`config.mk`:
```
export PLATFORM = sky130hd
export DESIGN_NAME = tone_scheduler_flat
export DESIGN_NICKNAME = d
export VERILOG_FILES = /design/src/rtl/tone_pkg.sv /design/src/rtl/tone_scheduler_if.sv /design/src/rtl/tone_scheduler_host_frame_assembler.sv /design/src/rtl/tone_scheduler.sv /design/src/flat_wrapper.sv
export SDC_FILE = /design/constraint.sdc
export NUM_CORES = 1
export LEC_CHECK = 0
export CORE_MARGIN = 4
export CORE_UTILIZATION = 57
export CTS_CLUSTER_DIAMETER = 60
export DETAILED_ROUTE_END_ITERATION = 12
export PLACE_DENSITY = 0.77
export RECOVER_POWER = 100
export REMOVE_ABC_BUFFERS = 1
export SYNTH_ARGS = -nofsm -noshare
export SYNTH_HDL_FRONTEND = slang
export SYNTH_SLANG_ARGS = --single-unit
```
`constraint.sdc`:
```
create_clock -name clk_in -period 4.6 [get_ports clk_in]
set_input_delay 0.46 -clock clk_in [delete_from_list [all_inputs] [get_ports clk_in]]
set_output_delay 0.46 -clock clk_in [all_outputs]
set_load 0.02 [all_outputs]
```
`src/rtl/tone_pkg.sv`:
```
// Shared definitions for the tone front-end: address map, write window start,
// FSM state encodings and the packed command/debug records.
package tone_pkg;

    localparam logic [1:0] ADDR_INCR = 2'h0;
    localparam logic [1:0] ADDR_VOL  = 2'h1;
    localparam logic [1:0] ADDR_WAVE = 2'h2;
    localparam logic [1:0] ADDR_RATE = 2'h3;

    localparam int WINDOW_START = 16;

    typedef enum logic [1:0] {
        ASM_IDLE,
        ASM_GOT_ADDR,
        ASM_GOT_HI,
        ASM_PENDING
    } asm_state_t;

    typedef enum logic {
        ENV_IDLE,
        ENV_RUN
    } env_state_t;

    typedef struct packed {
        logic [3:0]  addr;
        logic [15:0] data;
    } tone_cmd_t;

    typedef struct packed {
        asm_state_t asm_state;
        env_state_t env_state;
        logic [1:0] env_ch;
        logic [7:0] presc;
    } tone_dbg_t;

endpackage

```
`src/rtl/tone_scheduler_if.sv`:
```
// Host byte bus into the tone scheduler.
// A byte transfers in any cycle where host_valid_in and host_ready_out are both high;
// a byte offered while host_ready_out is low is lost, never held or retried.
interface tone_scheduler_if;
    logic [7:0] host_data_in;
    logic       host_valid_in;
    logic       host_first_in;
    logic       host_ready_out;

    modport master (
        output host_data_in,
        output host_valid_in,
        output host_first_in,
        input  host_ready_out
    );

    modport slave (
        input  host_data_in,
        input  host_valid_in,
        input  host_first_in,
        output host_ready_out
    );
endinterface

```
`src/rtl/tone_scheduler_host_frame_assembler.sv`:
```
// Collects address/high/low host bytes into one pending 16-bit register command
// and holds it (with ready low) until the top consumes it.
module host_frame_assembler
    import tone_pkg::*;
(
    input  logic               clk_in,
    input  logic               reset_in,
    tone_scheduler_if.slave    host,
    input  logic               pend_done,
    output logic               pend_valid,
    output tone_cmd_t          pend_cmd,
    output asm_state_t         state_dbg
);

    asm_state_t state, state_next;
    logic       load_addr, load_hi, load_lo;
    logic [3:0] addr_q;
    logic [7:0] hi_q, lo_q;

    always_ff @(posedge clk_in) begin
        if (reset_in) begin
            state  <= ASM_IDLE;
            addr_q <= '0;
            hi_q   <= '0;
            lo_q   <= '0;
        end else begin
            state <= state_next;
            if (load_addr) addr_q <= host.host_data_in[3:0];
            if (load_hi)   hi_q   <= host.host_data_in;
            if (load_lo)   lo_q   <= host.host_data_in;
        end
    end

    // A first-flagged byte restarts any partial frame; PENDING ignores all bytes.
    always_comb begin
        state_next = state;
        load_addr  = 1'b0;
        load_hi    = 1'b0;
        load_lo    = 1'b0;
        if (state == ASM_PENDING) begin
            if (pend_done) state_next = ASM_IDLE;
        end else if (host.host_valid_in) begin
            if (host.host_first_in) begin
                load_addr  = 1'b1;
                state_next = ASM_GOT_ADDR;
            end else if (state == ASM_GOT_ADDR) begin
                load_hi    = 1'b1;
                state_next = ASM_GOT_HI;
            end else if (state == ASM_GOT_HI) begin
                load_lo    = 1'b1;
                state_next = ASM_PENDING;
            end
        end
    end

    assign host.host_ready_out = (state != ASM_PENDING);
    assign pend_valid          = (state == ASM_PENDING);
    assign pend_cmd.addr       = addr_q;
    assign pend_cmd.data       = {hi_q, lo_q};
    assign state_dbg           = state;

endmodule

```
`src/rtl/tone_scheduler.sv`:
```
// Tone datapath front-end: master count, host command issue, per-channel
// volume-decay envelope and the single-write-port arbiter.
module tone_scheduler
    import tone_pkg::*;
#(
    parameter int ENV_DIV = 64
)
(
    input  logic              clk_in,
    input  logic              reset_in,
    tone_scheduler_if.slave   host,
    output logic [9:0]        master_count_out,
    output logic [15:0]       data_out,
    output logic [3:0]        addr_out,
    output logic              data_valid_out,
    output tone_dbg_t         dbg_out
);

    localparam logic [7:0] PRESC_LAST = 8'(ENV_DIV - 1);

    logic       pend_valid, pend_done;
    tone_cmd_t  pend_cmd;
    asm_state_t asm_state;

    env_state_t env_state, env_state_next;
    logic [1:0] env_ch, env_ch_next;
    logic [7:0] presc;
    logic [7:0] rate   [4];
    logic [7:0] shadow [4];

    logic [9:0] count_next;
    logic       win_next, frame_end, tick;
    logic       pend_is_rate, host_issue, rate_apply;
    logic       env_issue, env_step;
    logic [7:0] cur_rate, cur_vol, dec_vol;

    host_frame_assembler u_asm (
        .clk_in    (clk_in),
        .reset_in  (reset_in),
        .host      (host),
        .pend_done (pend_done),
        .pend_valid(pend_valid),
        .pend_cmd  (pend_cmd),
        .state_dbg (asm_state)
    );

    // Outputs are registered, so a write is launched when the *next* count is in the window.
    assign count_next   = master_count_out + 10'd1;
    assign win_next     = (count_next >= 10'(WINDOW_START));
    assign frame_end    = (master_count_out == 10'd1023);
    assign tick         = frame_end && (presc == PRESC_LAST);

    assign pend_is_rate = (pend_cmd.addr[3:2] == ADDR_RATE);
    assign host_issue   = pend_valid && !pend_is_rate && win_next;
    assign rate_apply   = pend_valid && pend_is_rate;
    assign pend_done    = host_issue || rate_apply;

    assign cur_rate     = rate[env_ch];
    assign cur_vol      = shadow[env_ch];
    assign dec_vol      = (cur_vol > cur_rate) ? (cur_vol - cur_rate) : 8'h00;
    assign env_issue    = (env_state == ENV_RUN) && (cur_rate != 8'h00) && win_next && !host_issue;
    assign env_step     = (env_state == ENV_RUN) && ((cur_rate == 8'h00) || env_issue);

    always_ff @(posedge clk_in) begin
        if (reset_in) begin
            env_state <= ENV_IDLE;
            env_ch    <= 2'd0;
        end else begin
            env_state <= env_state_next;
            env_ch    <= env_ch_next;
        end
    end

    // A tick seen while a scan is running is simply lost.
    always_comb begin
        env_state_next = env_state;
        env_ch_next    = env_ch;
        case (env_state)
            ENV_IDLE: begin
                if (tick) begin
                    env_state_next = ENV_RUN;
                    env_ch_next    = 2'd0;
                end
            end
            ENV_RUN: begin
                if (env_step) begin
                    env_ch_next = env_ch + 2'd1;
                    if (env_ch == 2'd3) env_state_next = ENV_IDLE;
                end
            end
            default: env_state_next = ENV_IDLE;
        endcase
    end

    always_ff @(posedge clk_in) begin
        if (reset_in) begin
            master_count_out <= '0;
            presc            <= '0;
            data_out         <= '0;
            addr_out         <= '0;
            data_valid_out   <= 1'b0;
            for (int i = 0; i < 4; i++) begin
                rate[i]   <= '0;
                shadow[i] <= '0;
            end
        end else begin
            master_count_out <= count_next;
            if (frame_end) presc <= tick ? 8'd0 : presc + 8'd1;
            data_valid_out <= host_issue || env_issue;
            if (host_issue) begin
                addr_out <= pend_cmd.addr;
                data_out <= pend_cmd.data;
                if (pend_cmd.addr[3:2] == ADDR_VOL) shadow[pend_cmd.addr[1:0]] <= pend_cmd.data[7:0];
            end else if (env_issue) begin
                addr_out       <= {ADDR_VOL, env_ch};
                data_out       <= {8'h00, dec_vol};
                shadow[env_ch] <= dec_vol;
            end
            if (rate_apply) rate[pend_cmd.addr[1:0]] <= pend_cmd.data[7:0];
        end
    end

    assign dbg_out.asm_state = asm_state;
    assign dbg_out.env_state = env_state;
    assign dbg_out.env_ch    = env_ch;
    assign dbg_out.presc     = presc;

endmodule

```
`src/flat_wrapper.sv`:
```
// flat-port wrapper written by rule: the top's interface ports become plain ports
module tone_scheduler_flat import tone_pkg::*;
#(
    parameter int ENV_DIV = 64
)
  (clk_in, reset_in, master_count_out, data_out, addr_out, data_valid_out, dbg_out, host_host_data_in, host_host_valid_in, host_host_first_in, host_host_ready_out);
  tone_scheduler_if host_i ();
  input  logic clk_in;
  input  logic reset_in;
  output logic [9:0] master_count_out;
  output logic [15:0] data_out;
  output logic [3:0] addr_out;
  output logic data_valid_out;
  output tone_dbg_t dbg_out;
  input wire logic [$bits(host_i.host_data_in)-1:0] host_host_data_in;
  input wire logic [$bits(host_i.host_valid_in)-1:0] host_host_valid_in;
  input wire logic [$bits(host_i.host_first_in)-1:0] host_host_first_in;
  output wire logic [$bits(host_i.host_ready_out)-1:0] host_host_ready_out;
  assign host_i.host_data_in = host_host_data_in;
  assign host_i.host_valid_in = host_host_valid_in;
  assign host_i.host_first_in = host_host_first_in;
  assign host_host_ready_out = host_i.host_ready_out;
  tone_scheduler #(.ENV_DIV(ENV_DIV)) u_core (.clk_in(clk_in), .reset_in(reset_in), .host(host_i), .master_count_out(master_count_out), .data_out(data_out), .addr_out(addr_out), .data_valid_out(data_valid_out), .dbg_out(dbg_out));
endmodule
```
==> metrics <==
Seq cells post-synth 130; grt total ovfl 0; hold path cells 1; Final TNS setup 0 ps; Setup crit end kind flop; crit path cell chain buf_4 -> mux4_2 -> nor4_1 -> nand2_1 -> nand3_1 -> o22ai_1 -> or4_1 -> clkbuf_1 -> nand2_1; most frequent cells in the layout dfxtp_1, edfxtp_1, nor2_1, dlygate4sd3_1, nand2_1; PostCTS Resize Cnt 0; Critical Path AT 4010 ps; number of clock sinks 130; initial antenna violation count 0; number of cells on the critical path 9; Tightest Pin Transition between 1000 and 1500 ps; area grow syn2layout 19.7%; synth unique cells 61; Hold Startpoint u_core.data_out[5]$_SDFFE_PP0P_; Cell Pwr Density 362 nW/um^2; vias in the first global route 4,260; gpl congestion between 0.9 and 1; area occupied by multi-input gates 2400 sq um; HP Class flop to flop; RSZ-0062 raised after global routing no; port bufs 56; Reg2Reg Depth 9; Crit path max-delay family simple AND/OR/NAND/NOR gates; Initial Util 59.4%; met3 Resource Use GR 5.46%; Critical Path RT 4770 ps; Max-slew headroom 5.26%; WL/cell 18.4 um; Synth async-reset ratio 0%; R2R setup slack 760 ps; post-synthesis sequential area ratio a little under three fifths; total power 2.55 mW; final core occ 71.1%; drt total wl 13,400 um; I/O Pins 57; CP Max Fanout 9; Post CTS Setup Buffer Count 0; worst slack, placed 853 ps; number of maximum-capacitance violations 0; clk root buf clkbuf_8; GR Util met1 around a third; clock slew at reported path FFs 60 ps; status finished clean; Die Y 110 um; vias 4,236; commonest non-fill, non-tap cell in the layout dfxtp_1; Tot GR Track Use around 24%; Remaining DRCs 0; Fillers about 740; Worst Slack Setup Final 757 ps; achievable frequency 260 MHz; Core Area roughly 10000 sq um; Reg area 3240 sq um; # diodes 0; H-tree depth 4; max-slew violation count 0; Setup Skew between 9 and 10 ps; largest net degree at the start of global routing 34; endpoints failing hold 0; clk buf depth 2; post-route ant nets 0; gr busiest metal met2; synth warn 0; Post-Syn Instances 519; clock buffer count from CTS 17; met2 Usage GRT between 30% and 40%; DR pass1 iterations 5; row count 36; CP Class flop to flop; CP peak stage delay around 560 ps; CP startpoint kind flop; CTS tree yes; fin nets 608; first-pass GRT wire length about 22,000 um; Final min period about 3800 ps; Clock Latency Late Sink 530 ps; RR Endpoint u_core.shadow[1][6]$_SDFFCE_PN0P_; Hold Buf Count CTS 0; DIE AREA 12,000 sq um; Critical Path Most Common Cell nand2_1; share of layout cells above drive strength 1 between 10 and 15%; CP max stage cell mux4_2; post-detail-place hpwl 9470 um; critical path buffer and inverter count 2; Setup violations, final 0; Leak between 2 and 3 nW; Hold EP u_core.data_out[5]$_SDFFE_PP0P_; final worst path period share 83.5%; EDFF count, synth 64; Post-Syn Area per Cell 11.3 sq um; Via density 5.81; Post-synth top flop dfxtp_1; Max VDD drop 0.219 mV; Die X-Extent about 110 um; mapped cell area 5890 sq um; Initial DRC Count 278
[stage by stage]
step           hold slack, ps  instances  cell area [sq um]
2_1_floorplan             430        496               5760
3_3_place_gp              434        697               6580
3_5_place_dp              448        697               6580
4_1_cts                   382        729               7110
5_1_grt                   478        729               7050
6_report                  454        729               7050
[final cells by class]
cell class                 instances  share of cell area, %
clock buffer                      18                   5.93
inverter                          26                   1.38
sequential                       130                   46.0
clock inverter                    14                   1.49
tap                              133                   2.36
timing repair buffer              68                   8.77
multi-input combinational        340                   34.0
[where the power goes]
part | internal [mW] | switching [mW] | total [mW]
clock | 0.668 | 0.518 | 1.19
combinational | 0.0435 | 0.0706 | 0.114
sequential | 1.24 | 0.0148 | 1.25
[cell families (layout without fill, tap and decap cells)]
logic type	count (synthesis)	after routing	synth area share [%]
buffers and inverters	49	126	3.78
DFF	130	130	55.1
AOI/OAI and AO/OA	79	79	9.69
adders and majority gates	13	13	2.89
muxes	26	26	7.82
and+or+nand+nor	205	205	18.2
xor gates and xnor gates	17	17	2.53
[routing by layer]
layer	routed length, um	part of all wire (%)	vias to the layer above
met4	410	3.0	0
met3	786	5.8	32
met5	0	0	-
met1	5680	42	2055
li1	-	-	2008
met2	6570	49	141
[worst max-delay path by stage]
| stage | start | endpoint | slack (ps) |
|---|---|---|---|
| after floorplan | flop | u_core.shadow[0][1]$_SDFFCE_PN0P_ | 670 |
| after global placement | flop | u_core.shadow[0][1]$_SDFFCE_PN0P_ | 950 |
| after detailed placement | flop | u_core.shadow[2][0]$_SDFFCE_PN0P_ | 850 |
| after CTS | flop | u_core.shadow[2][1]$_SDFFCE_PN0P_ | 830 |
| after global routing | flop | u_core.shadow[3][1]$_DFFE_PP_ | 500 |
| final | flop | u_core.shadow[1][6]$_SDFFCE_PN0P_ | 760 |
[cells in the mapped netlist (3+ instances only)]
cell / count / share of area [%]
and3_1: 6 / 0.64
a22oi_1: 8 / 1.0
a21o_1: 4 / 0.51
a22o_1: 13 / 1.9
a21oi_1: 19 / 1.6
mux4_2: 16 / 6.1
xor2_1: 9 / 1.3
a221o_1: 6 / 1.0
nor3_1: 13 / 1.1
buf_1: 3 / 0.19
nand4_1: 6 / 0.64
nor2_1: 61 / 3.9
or2_1: 3 / 0.32
and2_1: 38 / 4.0
nand2_1: 34 / 2.2
inv_1: 22 / 1.4
o21ai_0: 7 / 0.60
nor2_2: 9 / 0.96
buf_2: 7 / 0.60
edfxtp_1: 64 / 33
and4_1: 3 / 0.45
dfxtp_1: 66 / 22
xnor2_1: 8 / 1.2
nand3_1: 13 / 1.1
clkbuf_1: 9 / 0.57
mux2i_1: 10 / 1.7
ha_1: 12 / 2.6
a211oi_1: 3 / 0.38
inv_2: 4 / 0.26
o21a_1: 3 / 0.38
[worst register-to-register path, cell delays in order (launching register included)]
cell and delay (ps):
dfxtp_1 380, buf_4 230, mux4_2 560, nor4_1 300
nand2_1 220, nand3_1 350, o22ai_1 200, or4_1 420
clkbuf_1 330, nand2_1 490
[flip-flops by register name, summed over array words and instances, names as in the netlist, named ones only]
name and flops:
u_core.u_asm.state_dbg 2, u_core.u_asm.hi_q 8, u_core.data_out 16, u_core.env_state 1, u_core.addr_out 4, u_core.presc 8, u_core.master_count_out 10, u_core.u_asm.lo_q 8
u_core.env_ch 2, u_core.rate 32, u_core.u_asm.addr_q 4, u_core.shadow 32, u_core.data_valid_out 1
Note: power is estimated with default switching activity, not from simulation.
